$ cat config.mk
export PLATFORM = sky130hd
export DESIGN_NAME = mul_issue
export DESIGN_NICKNAME = d
export VERILOG_FILES = /design/src/rtl/mul_issue_pkg.sv /design/src/rtl/mul_issue.sv
export SDC_FILE = /design/constraint.sdc
export NUM_CORES = 1
export LEC_CHECK = 0
export ABC_AREA = 1
export BUFFER_PORTS_ARGS = -buffer_cell sky130_fd_sc_hd__buf_2
export CAP_MARGIN = 30
export CORE_AREA = 4 4 555 557
export DETAILED_ROUTE_END_ITERATION = 10
export DIE_AREA = 0 0 559 561
export PLACE_DENSITY = 0.3
export SYNTH_ARGS = -nofsm -noshare
export SYNTH_HDL_FRONTEND = slang
export SYNTH_SLANG_ARGS = --single-unit
$ cat constraint.sdc
create_clock -name CLK -period 2.2 [get_ports CLK]
set_input_delay 0.44 -clock CLK [delete_from_list [all_inputs] [get_ports CLK]]
set_output_delay 0.44 -clock CLK [all_outputs]
set_load 0.01 [all_outputs]
$ cat src/rtl/mul_issue_pkg.sv
// Shared GF(2^233) field definitions and the issue FSM state encoding.
package mul_issue_pkg;

    // Field degree: elements are polynomials over GF(2) of degree < GF_N
    localparam int GF_N = 233;

    // Middle tap of the trinomial reduction polynomial x^233 + x^74 + 1
    localparam int POLY_K = 74;

    // x^233 folded back into the field: x^233 == x^74 + 1
    localparam logic [GF_N-1:0] POLY_RED =
        {{(GF_N-POLY_K-1){1'b0}}, 1'b1, {(POLY_K-1){1'b0}}, 1'b1};

    // Issue controller states
    typedef enum logic [1:0] {
        ST_IDLE  = 2'd0,
        ST_ISSUE = 2'd1,
        ST_WAIT  = 2'd2,
        ST_RESP  = 2'd3
    } state_t;

endpackage

$ cat src/rtl/mul_issue.sv
// Request/response wrapper around an external field multiplier.
// Accepts one operand pair at a time, starts the multiplier, waits for the
// result with a per-attempt timeout, re-issues on timeout up to MAX_RETRY
// times and finally reports either the product or a failure.
module mul_issue
    import mul_issue_pkg::*;
#(
    parameter int          n         = GF_N,
    parameter logic [15:0] TIMEOUT   = 16'd1023,
    parameter int          MAX_RETRY = 2
) (
    input  logic         CLK,
    input  logic         RST_N,
    input  logic         REQ_VALID,
    output logic         REQ_READY,
    input  logic [n-1:0] REQ_A,
    input  logic [n-1:0] REQ_B,
    input  logic [3:0]   REQ_TAG,
    output logic         MUL_IN_VALID,
    output logic [n-1:0] MUL_A,
    output logic [n-1:0] MUL_B,
    input  logic [n-1:0] MUL_DOUT,
    input  logic         MUL_OUT_VALID,
    input  logic         MUL_ERROR,
    output logic         RSP_VALID,
    input  logic         RSP_READY,
    output logic [n-1:0] RSP_C,
    output logic [3:0]   RSP_TAG,
    output logic         RSP_FAIL,
    output logic [7:0]   ERR_CNT
);

    state_t       r_state;
    logic         r_mulInValid;
    logic [n-1:0] r_mulA;
    logic [n-1:0] r_mulB;
    logic [3:0]   r_tag;
    logic [15:0]  r_waitCnt;
    logic [7:0]   r_retryCnt;
    logic         r_rspValid;
    logic [n-1:0] r_rspC;
    logic         r_rspFail;
    logic [7:0]   r_errCnt;

    logic [15:0]  w_waitNext;
    logic         w_timeout;
    logic         w_retryLeft;

    // The wait counter saturates so a very long attempt can never wrap
    assign w_waitNext  = (r_waitCnt == 16'hFFFF) ? r_waitCnt : r_waitCnt + 16'd1;
    // Timeout fires in the WAIT cycle whose incremented count reaches TIMEOUT
    assign w_timeout   = (w_waitNext >= TIMEOUT);
    assign w_retryLeft = (r_retryCnt < 8'(MAX_RETRY));

    assign REQ_READY     = (r_state == ST_IDLE);
    assign MUL_IN_VALID  = r_mulInValid;
    assign MUL_A         = r_mulA;
    assign MUL_B         = r_mulB;
    assign RSP_VALID     = r_rspValid;
    assign RSP_C         = r_rspC;
    assign RSP_TAG       = r_tag;
    assign RSP_FAIL      = r_rspFail;
    assign ERR_CNT       = r_errCnt;

    // Issue FSM; the start pulse is raised on entry to ISSUE so it is high exactly in ISSUE
    always_ff @(posedge CLK or negedge RST_N) begin
        if (!RST_N) begin
            r_state      <= ST_IDLE;
            r_mulInValid <= 1'b0;
            r_mulA       <= '0;
            r_mulB       <= '0;
            r_tag        <= 4'd0;
            r_waitCnt    <= 16'd0;
            r_retryCnt   <= 8'd0;
            r_rspValid   <= 1'b0;
            r_rspC       <= '0;
            r_rspFail    <= 1'b0;
        end else begin
            case (r_state)
                ST_IDLE: begin
                    if (REQ_VALID) begin
                        r_mulA       <= REQ_A;
                        r_mulB       <= REQ_B;
                        r_tag        <= REQ_TAG;
                        r_retryCnt   <= 8'd0;
                        r_mulInValid <= 1'b1;
                        r_state      <= ST_ISSUE;
                    end
                end
                ST_ISSUE: begin
                    r_mulInValid <= 1'b0;
                    r_waitCnt    <= 16'd0;
                    r_state      <= ST_WAIT;
                end
                ST_WAIT: begin
                    r_waitCnt <= w_waitNext;
                    if (MUL_OUT_VALID) begin
                        r_rspC     <= MUL_DOUT;
                        r_rspFail  <= 1'b0;
                        r_rspValid <= 1'b1;
                        r_state    <= ST_RESP;
                    end else if (w_timeout) begin
                        if (w_retryLeft) begin
                            r_retryCnt   <= r_retryCnt + 8'd1;
                            r_mulInValid <= 1'b1;
                            r_state      <= ST_ISSUE;
                        end else begin
                            r_rspC     <= '0;
                            r_rspFail  <= 1'b1;
                            r_rspValid <= 1'b1;
                            r_state    <= ST_RESP;
                        end
                    end
                end
                ST_RESP: begin
                    if (RSP_READY) begin
                        r_rspValid <= 1'b0;
                        r_state    <= ST_IDLE;
                    end
                end
                default: begin
                    r_mulInValid <= 1'b0;
                    r_rspValid   <= 1'b0;
                    r_state      <= ST_IDLE;
                end
            endcase
        end
    end

    // Saturating count of parity errors reported while a result is awaited
    always_ff @(posedge CLK or negedge RST_N) begin
        if (!RST_N) begin
            r_errCnt <= 8'd0;
        end else if (MUL_ERROR && (r_state == ST_WAIT) && (r_errCnt != 8'hFF)) begin
            r_errCnt <= r_errCnt + 8'd1;
        end
    end

endmodule

Word level (Yosys, flattened, before mapping)
Index checks and enable logic that the tools add are counted.
Word-level totals
  bits in registers: 740
  bits of input ports: 709
  output and inout bits: 715
  logic and storage cells: 70
Operators by class
  add/sub/neg operators: 3
  magnitude comparators: 2
  eq/ne operators: 13
  muxes and demuxes: 27
  reductions and logical operators: 14
Operator list (number)
  $mux 233: 3
  $mux 8: 4
  $pmux 16 s2: 1
  $add 16x1->16 const B: 1
  $add 8x1->8 const B: 2
  $eq 16x16->1 const B: 1
  $ge 16x10->1 const B: 1
  $mux 16: 1
  $pmux 8 s2: 1
  $ne 2x2->1 const B: 6
  $mux 2: 5
  $reduce_and 5->1: 2
  $mux 1: 9
  $lt 8x2->1 const B: 1
  $ne 8x8->1 const B: 1
  $pmux 2 s4: 1
  $reduce_bool 2->1: 4
  $ne 3x3->1 const B: 2
  $reduce_and 3->1: 2
  $eq 2x2->1 const B: 2
  $reduce_and 4->1: 1
  $pmux 1 s3: 1
  $reduce_bool 3->1: 1
  $eq 2x1->1 const B: 1
  4 further kinds: 5

Longest topological paths before layout
  depth in word-level cells: 6
  depth in mapped cells: 17
  depth with buffers taken out: 16

Worst setup path before layout
No wires, ideal clock.
  path type: register to register
  start: register r_waitCnt[0]
  end: register r_rspC[182] (netlist: RSP_C[182])
  library setup time: 0.117 ns
  arrival time: 2.092 ns
  data required time: 2.083 ns
  path slack: -0.009 ns
  stages on the path, launching flop included: 16
  path buffers: 3
  clock period less this slack: 2.209 ns
  path through: dfrtp_1 ha_1 nand3_2 inv_2 nand2_2 nor2_8 o21ai_1 nor2_1 nand4_2 nand2_1 o21ai_1 buf_4 buf_6 buf_4 nand2_1 nand2_1
Between the ends
  longest elaborated chain between the ends: 5
  elaborated cells between the ends (all ways): 6
  classes of those cells: add/sub: 1; order compare: 1; eq/ne: 1; mux: 1; reduce/logical: 2
RTL lines
  from (decl): RTL line mul_issue.sv:38  | logic [15:0] r_waitCnt;
  from (signal assigned): RTL line mul_issue.sv:96  | r_waitCnt <= w_waitNext;
  $add 16x1->16 / $eq 16x16->1 (equally long branches): RTL line mul_issue.sv:50  | assign w_waitNext = (r_waitCnt == 16'hFFFF) ? r_waitCnt : r_waitCnt + 16'd1;
  $mux 16 *: RTL line mul_issue.sv:50
  $ge 16x10->1 *: RTL line mul_issue.sv:52  | assign w_timeout = (w_waitNext >= TIMEOUT);
  $reduce_bool 2->1 (no source line) *
  $reduce_and 3->1 (no source line) *
  to (signal assigned): RTL line mul_issue.sv:76  | r_rspC <= '0;
  to (signal assigned): RTL line mul_issue.sv:98  | r_rspC <= MUL_DOUT;
  to (signal assigned): RTL line mul_issue.sv:108  | r_rspC <= '0;
  to (decl): RTL line mul_issue.sv:41  | logic [n-1:0] r_rspC;
Every way passes the cells marked *; elsewhere a longest branch is shown, timed or not.
A chain may end at the register's enable or synchronous reset.

Worst setup path after layout
  start: register r_waitCnt[1]
  end: register r_rspC[147] (netlist: RSP_C[147])
The elaborated chain is that of the path after synthesis.

==> results.py <==
metrics = {
    "global_routing": {
        "antenna_found_initial": 118,
        "grt_pass1_vias": 29122,
        "grt_use_total": 0.1241,
        "grt_pass1_wl_um": 268400,
        "grt_max_degree": 80,
        "grt_remaining_overflow": 0,
    },
    "yosys": {
        "avgSynthCellArea_um2": 12.48,
        "synth_compound_area_frac": 0.005942,
        "syn-instance-count": 2261,
        "synthMuxAreaShare": 0.1880,
        "ys_types": 32,
        "yosys_warnings": 0,
        "synth_top_family_by_area": "multiplexers",
        "syn-num-nets": 2978,
        "yosys.area_share.simple": 0.1178,
        "ys_seq_elements": 740,
        "synth_area_um2": 28220,
        "ys_seq_area_frac": 0.6563,
        "yosys.area_share.xor_xnor": 0.004301,
        "post_synth_fa_ha_maj_area_fraction": 0.003547,
    },
    "min_path": {
        "holdPathStages": 2,
        "min_path_type": "input pin to flip-flop",
        "hold_end": "RSP_FAIL",
        "min-delay-start": "MUL_OUT_VALID",
    },
    "worst_setup_path": {
        "start_kind": "flip-flop",
        "ff2ff_setup_slack_ns": -0.17,
        "crit_family": "simple AND/OR/NAND/NOR gates",
        "worstPathCellList": "buf_6 -> nand2_4 -> nor2_4 -> nand2_4 -> o21ai_2 -> nand3_2 -> nor2_4 -> nand2_2 -> nor2_4 -> nand2_4 -> o21ai_4 -> buf_12 -> buf_12 -> nand2_1 -> nand2_1",
        "cp_max_fo": 25,
        "slowest_delay_ns": 0.41,
        "crit_type": "flip-flop to flip-flop",
        "worst-r2r-cell-count": 15,
        "critPathSlowestCell": "dfrtp_1",
        "endpoint_kind": "flip-flop",
        "reg2reg_from": "r_waitCnt[1]",
        "crit_buf_inv": 3,
        "rr_endpoint": "RSP_C[147]",
        "required_ns": 2.94,
        "critPathArrivalTime_ns": 3.11,
    },
    "final_layout": {
        "drive_gt1_frac": 0.5023,
        "fillers": 33785,
        "area_growth_pct": 87.55,
        "multi_input_area_um2": 9438,
        "fin_nets": 5297,
        "fin_cells": 8663,
        "seq_area_um2": 18520,
    },
    "cts": {
        "numClockSinks": 740,
        "cts_tree": "done",
        "cts_buffers": 107,
        "clock_path_buffers": 4,
        "holdBufCountCts": 707,
        "clk_pin_slew_ns": 0.05,
        "clk_latency_ns": 0.81,
        "clockRootBuffer": "clkbuf_16",
        "htreeDepth": 3,
    },
    "sta": {
        "max-slew-margin-rel": 0.5700,
        "worst_hold_slack_ns": -0.02443,
        "fin_ws_ns": -0.1729,
        "max_freq_ghz": 0.4214,
        "period_share": 1.079,
        "rsz0062_at_grt": "true",
        "setup_tns_ns": -25.63,
        "setup_viol": 223,
        "slew_viol_final": 0,
        "skew_ns": 0.04595,
        "period_minus_slack_ns": 2.373,
        "hold_viol": 1,
        "worst_slew_pin_slew_ns": 0.6400,
    },
    "status": {
        "violations": "hold timing, setup timing",
        "status": "finished with violations",
    },
    "detailed_routing": {
        "ant_nets": 0,
        "vias_per_cell": 3.107,
        "first_iter_violations": 1180,
        "vias": 26912,
        "drc": 0,
        "wl_per_cell_um": 23.11,
        "routed_wirelength_um": 200200,
        "firstDrtPassIters": 5,
    },
    "die": {
        "io_pins": 1424,
        "dieWidth_um": 559,
        "fp-row-count": 202,
        "die_y_um": 561,
        "die-area_um2": 313600,
        "start_util": 0.09327,
        "core_area_um2": 302500,
    },
    "power": {
        "pwr_density_cell_nw_per_um2": 1351,
        "vdd_drop_max_mv": 0.7081,
        "leakage_nw": 25.00,
    },
    "placement": {
        "gp_congestion": 0.8918,
        "dp.cells": 7707,
        "io_buffers": 1423,
        "dp_hpwl_um": 168000,
        "pre_cts_slack_ns": -0.3510,
    },
    "job": {
        "drv_cap": 0,
    },
}
-- cell families (layout without fill, tap and decap cells) --
| family | count (synthesis) | in the layout |
|---|---|---|
| multiplexers | 471 | 471 |
| XOR/XNOR | 13 | 13 |
| flip-flops | 740 | 740 |
| adder cells (fa/ha/maj) | 8 | 8 |
| AND/OR/NAND/NOR | 851 | 851 |
| other | 0 | 26 |
| buffers and inverters | 147 | 2545 |
| AO/OA/AOI/OAI | 31 | 31 |
-- placed cells by master (no fill, tap or decap), drive strengths merged, types with 8 or more instances in the layout --
cell type,netlist,final
buf,33,1609
nand2,770,770
dfrtp,740,740
dlygate4sd3,0,707
mux2,471,471
clkbuf,73,149
inv,41,47
nor2,35,35
diode,0,26
nand3,24,24
o21ai,16,16
clkinv,0,15
nand4,13,13
bufinv,0,12
xor2,11,11
o22ai,10,10
ha,8,8
-- flip-flops by register name, indices dropped and copies added (netlist names) --
register      cells
RSP_TAG           4
ERR_CNT           8
RSP_FAIL          1
MUL_B           233
MUL_A           233
MUL_IN_VALID      1
RSP_C           233
r_state           2
RSP_VALID         1
r_retryCnt        8
r_waitCnt        16
-- stage by stage --
step	utilization	instance area (um2)	power, mW
2_1_floorplan	-	28220	35.69
3_3_place_gp	0.1367	41350	52.89
3_5_place_dp	0.1367	41350	52.90
4_1_cts	0.1738	52590	73.40
5_1_grt	0.1748	52900	76.16
6_report	0.1749	52920	71.52
-- worst max path at each step --
stage                      start    endpoint  slack (ns)  depth (start not counted)
global route        r_waitCnt[4]    RSP_FAIL       -0.34                         15
detailed placement  r_waitCnt[1]  RSP_C[195]       -0.35                         14
floorplan             r_state[0]    MUL_A[0]        0.01                          7
CTS                 r_waitCnt[1]  RSP_C[212]       -0.20                         15
global placement    r_waitCnt[1]   RSP_C[56]       -0.32                         14
finish              r_waitCnt[1]  RSP_C[147]       -0.17                         15
-- worst register-to-register path, cell delays in order, from the launching register on --
cell	delay, ns
dfrtp_1	0.41
buf_6	0.14
nand2_4	0.05
nor2_4	0.15
nand2_4	0.09
o21ai_2	0.14
nand3_2	0.13
nor2_4	0.12
nand2_2	0.08
nor2_4	0.13
nand2_4	0.07
o21ai_4	0.18
buf_12	0.22
buf_12	0.23
nand2_1	0.10
nand2_1	0.06
-- where the power goes --
group          leakage, nW  internal, mW  switching [mW]
sequential            8.79          20.4            4.21
combinational         14.4          12.2            16.6
clock                 1.76          11.0            7.13
total                 25.0          43.6            27.9
-- synth_stat cells --
cell / instances / area [um2]
o22ai_1: 10 / 62.56
inv_2: 2 / 7.510
buf_2: 8 / 40.04
nand3_1: 23 / 115.1
buf_1: 7 / 26.28
inv_1: 39 / 146.4
nor3_1: 5 / 25.02
nand2_1: 767 / 2879
dfrtp_1: 740 / 18520
a21oi_1: 5 / 25.02
buf_6: 11 / 123.9
o21ai_1: 4 / 20.02
nand3_2: 1 / 10.01
buf_4: 6 / 45.04
nand4_2: 1 / 12.51
or2_2: 1 / 6.260
nor4_1: 1 / 6.260
clkbuf_1: 73 / 274.0
ha_1: 8 / 100.1
xnor2_1: 2 / 17.52
mux2_2: 471 / 5304
o21ai_0: 12 / 60.06
xor2_1: 10 / 87.58
nor2_4: 1 / 11.26
nand4_1: 12 / 75.07
xor2_2: 1 / 16.27
buf_12: 1 / 20.02
nand2_2: 3 / 18.77
nor2_2: 2 / 12.51
nor2_1: 31 / 116.4
nor2_8: 1 / 20.02
nand3b_1: 2 / 15.01
-- cell type report --
class                   instances  share of cell area
multi-input cells            1374              0.1783
flip-flops and latches        740              0.3500
inverters                      41            0.003144
well taps                    3978             0.09405
clock inverters                39             0.01083
repair buffers               2316              0.3051
diodes                         26            0.001229
clock buffers                 149             0.05736
-- routing by layer --
layer	global-route usage	vias to the layer above	wire (um)
li1	-	12086	-
met1	0.1372	13105	75490
met2	0.2199	1289	99230
met3	0.04868	358	18400
met4	0.03407	74	6603
met5	0	-	494
-- repair_timing --
action	in CTS	in global routing
hold endpoints to repair	1171	1
resized for setup	73	62
setup endpoints to repair	247	248
gates cloned	2	0
buffers inserted	27	7
pin swaps	14	14
(Power assumes the default switching activity.)
